--- src/rtl/fp_pkg.sv ---
// Shared single-precision FP types and constants for the FP ALU.
// Provides fp_32b_t, rounding modes, canonical constants and FSM states.
package fp_pkg;

   typedef struct packed {
      logic        sign;
      logic [7:0]  exp;
      logic [22:0] mant;
   } fp_32b_t;

   typedef struct packed {
      logic overflow;
      logic underflow;
      logic inexact;
      logic invalid;
      logic div_zero;
   } fp_flags_t;

   localparam logic [2:0] RM_RNE = 3'b000;
   localparam logic [2:0] RM_RTZ = 3'b001;
   localparam logic [2:0] RM_RDN = 3'b010;
   localparam logic [2:0] RM_RUP = 3'b011;
   localparam logic [2:0] RM_RMM = 3'b100;

   localparam logic [31:0] FP_QNAN = 32'h7FC0_0000;
   localparam logic [31:0] FP_INF  = 32'h7F80_0000;
   localparam logic [31:0] FP_MAX  = 32'h7F7F_FFFF;

   localparam logic [4:0] DIV_LAST = 5'd25;

   typedef enum logic [1:0] {
      IDLE,
      DIVIDE,
      ROUND
   } div_state_t;

endpackage

--- src/rtl/floating_point_rounder.sv ---
// Rounds a 23-bit mantissa using guard/round/sticky and the rounding mode.
// Ports: sign, rounding_mode, mant_in, guard, round, sticky in;
//        mant_out, carry_out (mantissa wrapped), inexact out.
module floating_point_rounder
   import fp_pkg::*;
(
   input  logic        sign,
   input  logic [2:0]  rounding_mode,
   input  logic [22:0] mant_in,
   input  logic        guard,
   input  logic        round,
   input  logic        sticky,
   output logic [22:0] mant_out,
   output logic        carry_out,
   output logic        inexact
);

   logic lost;
   logic round_up;

   always_comb begin
      lost     = guard | round | sticky;
      round_up = 1'b0;
      case (rounding_mode)
         RM_RTZ:  round_up = 1'b0;
         RM_RDN:  round_up = sign & lost;
         RM_RUP:  round_up = ~sign & lost;
         RM_RMM:  round_up = guard;
         default: round_up = guard & (round | sticky | mant_in[0]);
      endcase
      // carry_out with mant_out==0 means the significand reached 2.0
      {carry_out, mant_out} = {1'b0, mant_in} + {23'b0, round_up};
      inexact = lost;
   end

endmodule

--- src/rtl/fp_divide_iterative.sv ---
// Iterative single-precision divider, one restoring quotient bit per cycle.
// Ports: clk, rst, valid_data_in/ready_out, in1/in2, rounding_mode in;
//        out, five exception flags and a valid_data_out pulse out.
module fp_divide_iterative
   import fp_pkg::*;
(
   input  logic        clk,
   input  logic        rst,
   input  logic        valid_data_in,
   output logic        ready_out,
   input  logic [31:0] in1,
   input  logic [31:0] in2,
   input  logic [2:0]  rounding_mode,
   output logic [31:0] out,
   output logic        overflow,
   output logic        underflow,
   output logic        inexact,
   output logic        invalid_operation,
   output logic        divide_by_zero,
   output logic        valid_data_out
);

   div_state_t         state_q, state_d;
   logic [25:0]        rem_q, rem_d;
   logic [24:0]        quo_q, quo_d;
   logic [23:0]        div_q, div_d;
   logic signed [9:0]  exp_q, exp_d;
   logic [4:0]         cnt_q, cnt_d;
   logic               sign_q, sign_d;
   logic [2:0]         mode_q, mode_d;
   logic               special_q, special_d;
   logic [31:0]        spec_res_q, spec_res_d;
   fp_flags_t          spec_flg_q, spec_flg_d;
   logic [31:0]        out_q, out_d;
   fp_flags_t          flg_q, flg_d;
   logic               vld_q, vld_d;

   fp_32b_t            x, y;
   logic               x_den, y_den, x_zero, y_zero;
   logic               x_inf, y_inf, x_nan, y_nan;
   logic               sgn, special;
   logic [31:0]        c_res;
   fp_flags_t          c_flg;
   logic [23:0]        a_sig, b_sig;
   logic [25:0]        rem_init;
   logic signed [9:0]  exp_init;

   logic               rem_ge;
   logic [25:0]        rem_sub;

   logic [22:0]        rnd_mant;
   logic               rnd_carry, rnd_inexact;
   logic signed [9:0]  exp_r;
   logic [31:0]        n_res;
   fp_flags_t          n_flg;

   assign x = in1;
   assign y = in2;

   // Operand classification; denormals count as zero.
   always_comb begin
      x_zero  = x.exp == 8'd0;
      y_zero  = y.exp == 8'd0;
      x_den   = x_zero & (x.mant != 23'd0);
      y_den   = y_zero & (y.mant != 23'd0);
      x_inf   = (x.exp == 8'hFF) & (x.mant == 23'd0);
      y_inf   = (y.exp == 8'hFF) & (y.mant == 23'd0);
      x_nan   = (x.exp == 8'hFF) & (x.mant != 23'd0);
      y_nan   = (y.exp == 8'hFF) & (y.mant != 23'd0);
      sgn     = x.sign ^ y.sign;
      special = x_zero | y_zero | (x.exp == 8'hFF) | (y.exp == 8'hFF);

      c_flg           = '0;
      c_flg.underflow = x_den | y_den;
      if (x_nan & x.mant[22]) begin
         c_res = in1;
      end else if (y_nan & y.mant[22]) begin
         c_res = in2;
      end else if (x_nan) begin
         c_res         = in1 | 32'h0040_0000;
         c_flg.invalid = 1'b1;
      end else if (y_nan) begin
         c_res         = in2 | 32'h0040_0000;
         c_flg.invalid = 1'b1;
      end else if ((x_inf & y_inf) | (x_zero & y_zero)) begin
         c_res         = {sgn, FP_QNAN[30:0]};
         c_flg.invalid = 1'b1;
      end else if (x_inf) begin
         c_res = {sgn, FP_INF[30:0]};
      end else if (y_inf) begin
         c_res = {sgn, 31'd0};
      end else if (y_zero) begin
         c_res          = {sgn, FP_INF[30:0]};
         c_flg.div_zero = 1'b1;
      end else begin
         c_res = {sgn, 31'd0};
      end
   end

   // Pre-normalise the dividend so the quotient lands in [1,2).
   always_comb begin
      a_sig    = {1'b1, x.mant};
      b_sig    = {1'b1, y.mant};
      exp_init = $signed({2'b00, x.exp}) - $signed({2'b00, y.exp})
               + 10'sd127;
      if (a_sig < b_sig) begin
         rem_init = {1'b0, a_sig, 1'b0};
         exp_init = exp_init - 10'sd1;
      end else begin
         rem_init = {2'b00, a_sig};
      end
   end

   assign rem_ge  = rem_q >= {2'b00, div_q};
   assign rem_sub = rem_q - {2'b00, div_q};

   floating_point_rounder u_rnd (
      .sign          (sign_q),
      .rounding_mode (mode_q),
      .mant_in       (quo_q[24:2]),
      .guard         (quo_q[1]),
      .round         (quo_q[0]),
      .sticky        (|rem_q),
      .mant_out      (rnd_mant),
      .carry_out     (rnd_carry),
      .inexact       (rnd_inexact)
   );

   always_comb begin
      exp_r = exp_q + $signed({9'd0, rnd_carry});
      n_flg = '0;
      if (exp_r > 10'sd254) begin
         n_flg.overflow = 1'b1;
         n_flg.inexact  = 1'b1;
         case (mode_q)
            RM_RTZ:  n_res = {sign_q, FP_MAX[30:0]};
            RM_RDN:  n_res = sign_q ? {1'b1, FP_INF[30:0]} : FP_MAX;
            RM_RUP:  n_res = sign_q ? {1'b1, FP_MAX[30:0]} : FP_INF;
            default: n_res = {sign_q, FP_INF[30:0]};
         endcase
      end else if (exp_r <= 10'sd0) begin
         n_res           = {sign_q, 31'd0};
         n_flg.underflow = 1'b1;
         n_flg.inexact   = 1'b1;
      end else begin
         n_res         = {sign_q, exp_r[7:0], rnd_mant};
         n_flg.inexact = rnd_inexact;
      end
   end

   always_comb begin
      state_d    = state_q;
      rem_d      = rem_q;
      quo_d      = quo_q;
      div_d      = div_q;
      exp_d      = exp_q;
      cnt_d      = cnt_q;
      sign_d     = sign_q;
      mode_d     = mode_q;
      special_d  = special_q;
      spec_res_d = spec_res_q;
      spec_flg_d = spec_flg_q;
      out_d      = out_q;
      flg_d      = flg_q;
      vld_d      = 1'b0;
      case (state_q)
         IDLE: begin
            if (valid_data_in) begin
               sign_d     = sgn;
               mode_d     = rounding_mode;
               special_d  = special;
               spec_res_d = c_res;
               spec_flg_d = c_flg;
               rem_d      = rem_init;
               div_d      = b_sig;
               exp_d      = exp_init;
               quo_d      = '0;
               cnt_d      = '0;
               state_d    = special ? ROUND : DIVIDE;
            end
         end
         DIVIDE: begin
            // quo drops the leading quotient bit, which is always 1
            quo_d = {quo_q[23:0], rem_ge};
            rem_d = rem_ge ? {rem_sub[24:0], 1'b0}
                           : {rem_q[24:0], 1'b0};
            cnt_d = cnt_q + 5'd1;
            if (cnt_q == DIV_LAST) state_d = ROUND;
         end
         ROUND: begin
            state_d = IDLE;
            vld_d   = 1'b1;
            out_d   = special_q ? spec_res_q : n_res;
            flg_d   = special_q ? spec_flg_q : n_flg;
         end
         default: state_d = IDLE;
      endcase
   end

   always_ff @(posedge clk or posedge rst) begin
      if (rst) begin
         state_q    <= IDLE;
         rem_q      <= '0;
         quo_q      <= '0;
         div_q      <= '0;
         exp_q      <= '0;
         cnt_q      <= '0;
         sign_q     <= 1'b0;
         mode_q     <= RM_RNE;
         special_q  <= 1'b0;
         spec_res_q <= '0;
         spec_flg_q <= '0;
         out_q      <= '0;
         flg_q      <= '0;
         vld_q      <= 1'b0;
      end else begin
         state_q    <= state_d;
         rem_q      <= rem_d;
         quo_q      <= quo_d;
         div_q      <= div_d;
         exp_q      <= exp_d;
         cnt_q      <= cnt_d;
         sign_q     <= sign_d;
         mode_q     <= mode_d;
         special_q  <= special_d;
         spec_res_q <= spec_res_d;
         spec_flg_q <= spec_flg_d;
         out_q      <= out_d;
         flg_q      <= flg_d;
         vld_q      <= vld_d;
      end
   end

   assign ready_out         = state_q == IDLE;
   assign out               = out_q;
   assign overflow          = flg_q.overflow;
   assign underflow         = flg_q.underflow;
   assign inexact           = flg_q.inexact;
   assign invalid_operation = flg_q.invalid;
   assign divide_by_zero    = flg_q.div_zero;
   assign valid_data_out    = vld_q;

endmodule

--- config.mk ---
export PLATFORM = sky130hd
export DESIGN_NAME = fp_divide_iterative
export DESIGN_NICKNAME = d
export VERILOG_FILES = /design/src/rtl/fp_pkg.sv /design/src/rtl/floating_point_rounder.sv /design/src/rtl/fp_divide_iterative.sv
export SDC_FILE = /design/constraint.sdc
export NUM_CORES = 1
export LEC_CHECK = 0
export CORE_AREA = 2 2 181 183
export CTS_BUF_LIST = sky130_fd_sc_hd__clkbuf_4 sky130_fd_sc_hd__clkbuf_8
export DETAILED_ROUTE_END_ITERATION = 8
export DIE_AREA = 0 0 183 185
export SYNTH_ARGS = -nofsm -noshare
export SYNTH_HDL_FRONTEND = slang
export SYNTH_SLANG_ARGS = --single-unit
--- constraint.sdc ---
create_clock -name clk -period 6.9 [get_ports clk]
set_clock_uncertainty 0.1 [all_clocks]
set_input_delay 1.38 -clock clk [delete_from_list [all_inputs] [get_ports clk]]
set_output_delay 1.38 -clock clk [all_outputs]
set_load 0.02 [all_outputs]
==> key figures <==
Floorplan
  • Chip height: between 150 and 200 um
  • Area of the die: approximately 34000 um2
  • Row count: 66
  • I/O Pins: roughly 110
  • DIE WIDTH: 183 um
  • Initial core utilization: 35.20%
  • Core area: roughly 32000 um2

Cells and area
  • Nets: roughly 1500
  • Multi-input gate area: approximately 6500 um2
  • Ratio of cells with drive above 1 in the final layout: roughly 7.0%
  • Fin util: 41.12%
  • Sequential Area: 4254 um2
  • Number of fillers in the final layout: ~3200
  • Post-route cell area: 13170 um2
  • Area Growth Syn to Fin: 16.79%
  • Finished Layout Cells: approximately 1800

Synthesis
  • Post-synth top flop: dfrtp_1
  • Syn nets: between 1000 and 1500
  • Cell taking the most area after synthesis: dfrtp_1
  • Post-synth cell types: 77
  • Yosys Warn Count: 0
  • Sequential fraction of the synthesis area: 37.71%
  • Synth async-reset ratio: 100.0%
  • Most frequent cell after synthesis: dfrtp_1
  • Syn Inst Count: roughly 1300
  • Syn Std Cell Area: 11280 um2
  • Post-synth EDFFs: 0
  • Top cells by area, synth: dfrtp_1 (38%), ha_1 (7.1%), nand2_1 (5.5%)
  • Syn avg cell area: roughly 8.5 um2
  • Synth Register Bits: 170
  • Synth top area share: roughly 38%
  • Commonest cells in the synthesized netlist: dfrtp_1 (170), nand2_1 (166), nor2_1 (108), o21ai_0 (105), inv_1 (80)

Clock network
  • Clock slew at reported path FFs: approximately 0.1 ns
  • CTS tree: yes
  • Setup Buffers After CTS: 0
  • CTS max path bufs: 2
  • PostCTS Resize Cnt: 0
  • Post-CTS Hold Buffers: 0
  • CTS H-tree depth: 4
  • Cts bufs inserted: 17
  • Clk sinks: 170
  • Root buffer cell: clkbuf_8
  • Worst skew pair latency: 0.47 ns

Setup path
  • Reg2reg path depth: 21
  • Largest stage delay, worst path: 0.57 ns
  • Critical path arrival: about 6.1 ns
  • Most common cell on crit path: ha_1
  • WP depth: 21
  • CP Buf/Inv Count: 1
  • CP Class: flip-flop to flip-flop
  • R2r setup slk: 1.08 ns
  • Worst-path cell chain: nor4_1 -> nand4_1 -> a2111oi_0 -> nor2_1 -> a31oi_1 -> nor2_1 -> ha_1 -> and2_1 -> nand4_1 -> nor4_1 -> ha_1 -> ha_1 -> xor2_1 -> and3_1 -> nand3_1 -> o41ai_1 -> nand2b_1 -> o31ai_2 -> buf_4 -> a21oi_1 -> o31ai_1
  • Critical Path Start Type: flip-flop
  • CP top delay family: simple AND/OR/NAND/NOR gates
  • Reg2reg start: rem_q[18]
  • R2r endpoint: out[0]
  • Top fanout value on the critical path: 18
  • CP required: between 7 and 8 ns
  • Crit. End Element: flip-flop
  • Worst path slowest cell: o31ai_2

Timing
  • Crit share post-route: a little over four fifths
  • Worst rel slew slack: 40.28%
  • Max Transition Viols Final: 0
  • RSZ-0062 raised after global routing: no
  • Worst-Margin Slew: 0.8937 ns
  • Final hold violation count: 0
  • Final Setup Violations: 0
  • Hold WS: 0.3705 ns
  • Setup TNS: 0 ns
  • PnR worst setup slack: 1.079 ns
  • Min cycle time layout: 5.821 ns
  • Fmax: 171.8 MHz

Pwr
  • PnR Total Power: approximately 6 mW
  • Static Leak: ~5.5 nW
  • Max VDD drop: between 200 and 250 uV
  • Power density over cell area: ~450 nW/um2

Place
  • Post-Place Setup Slack: 1.120 ns
  • Hpwl dp: approximately 25000 um
  • RD Place Congestion: around 0.92
  • Placed cells: 1795
  • Input/output buffers: around 110
  • Area after DPL: 12750 um2

Outcome
  • Outcome: finished clean

Routing
  • Vias/cell: ~5.6
  • Post-route ant nets: 0
  • Initial DRC count: just under 800
  • Vias post-DR: 10208
  • Final WL: approximately 34000 um
  • Drt drc: 0
  • Drt first pass iters: 7
  • Mean routed wirelength per cell: ~19 um

Worst hold path
  • Critical hold path startpoint: div_q[23]
  • HP Class: flip-flop to flip-flop
  • Worst Hold Endpoint: div_q[23]
  • Hold depth: 2

Global routing
  • First-pass GRT wire length: 54180 um
  • Initial antenna violation count: 1
  • Largest net degree at the start of global routing: 70
  • GRT Total Usage: 20.36%
  • Total congestion overflow: 0
  • Vias in the first global route: 9720

Run
  • Max-cap violations: 0
==> power breakdown <==
part	switching, mW	internal [mW]
registers	0.403	1.42
logic	1.91	1.42
clock network	0.425	0.336
total	2.74	3.18
==> worst reg2reg max path: stages (launching register included) <==
cell and delay, ns:
dfrtp_1 0.43, nor4_1 0.51, nand4_1 0.30, a2111oi_0 0.48, nor2_1 0.08, a31oi_1 0.15
nor2_1 0.07, ha_1 0.21, and2_1 0.17, nand4_1 0.24, nor4_1 0.15, ha_1 0.26
ha_1 0.23, xor2_1 0.19, and3_1 0.18, nand3_1 0.07, o41ai_1 0.43, nand2b_1 0.30
o31ai_2 0.57, buf_4 0.34, a21oi_1 0.07, o31ai_1 0.21
==> placed cells by master (no fill, tap or decap), drive strengths merged, types with 23 or more instances in the layout <==
cell	netlist	layout
nor2	110	110
o21ai	108	108
a21oi	72	72
xnor2	37	37
ha	64	64
nor4	27	27
a31oi	30	30
nand3	55	55
nand2	166	166
dfrtp	170	170
clkdlybuf4s50	0	108
o22ai	41	41
xor2	26	26
mux2i	23	23
inv	80	86
==> area by class of cell <==
class	count	area share [%]
Clock buffer	17	1.776
Timing Repair Buffer	123	9.061
Sequential cell	170	32.29
Inverter	81	2.346
Multi-Input combinational cell	1013	49.24
Antenna cell	1	0.01900
Tap cell	408	3.875
Clock inverter	15	1.396
==> worst max path at each step <==
stage                   start        to
finish              rem_q[18]    out[0]
detailed placement  rem_q[18]    out[0]
global placement    rem_q[18]    out[9]
CTS                 rem_q[18]    out[0]
global route        rem_q[17]    out[2]
floorplan                 rst  cnt_q[0]
==> metal layers <==
metal	vias to the layer above	part of all wire, %	global-route usage, %
met5	-	0	0
met4	0	2.4	6.496
met3	47	5.7	3.362
met2	316	46	32.94
met1	4890	46	27.87
li1	4955	-	-
==> flip-flops by register name, indices dropped and copies added, names as in the netlist, 2 cells and up <==
register	count
exp_q	10
spec_flg_q	3
rem_q	26
state_q	2
mode_q	3
spec_res_q	32
cnt_q	5
out	32
div_q	24
quo_q	25
==> cells by family after synthesis <==
logic type | after synthesis | synth area share, %
AND/OR/NAND/NOR | 459 | 18.94
AO/OA/AOI/OAI | 380 | 21.64
buffers and inverters | 149 | 5.058
adder cells (fa/ha/maj) | 66 | 7.454
multiplexers | 45 | 4.237
flip-flops | 170 | 37.71
XOR/XNOR | 63 | 4.958
Power figures use the tool's default switching activity.
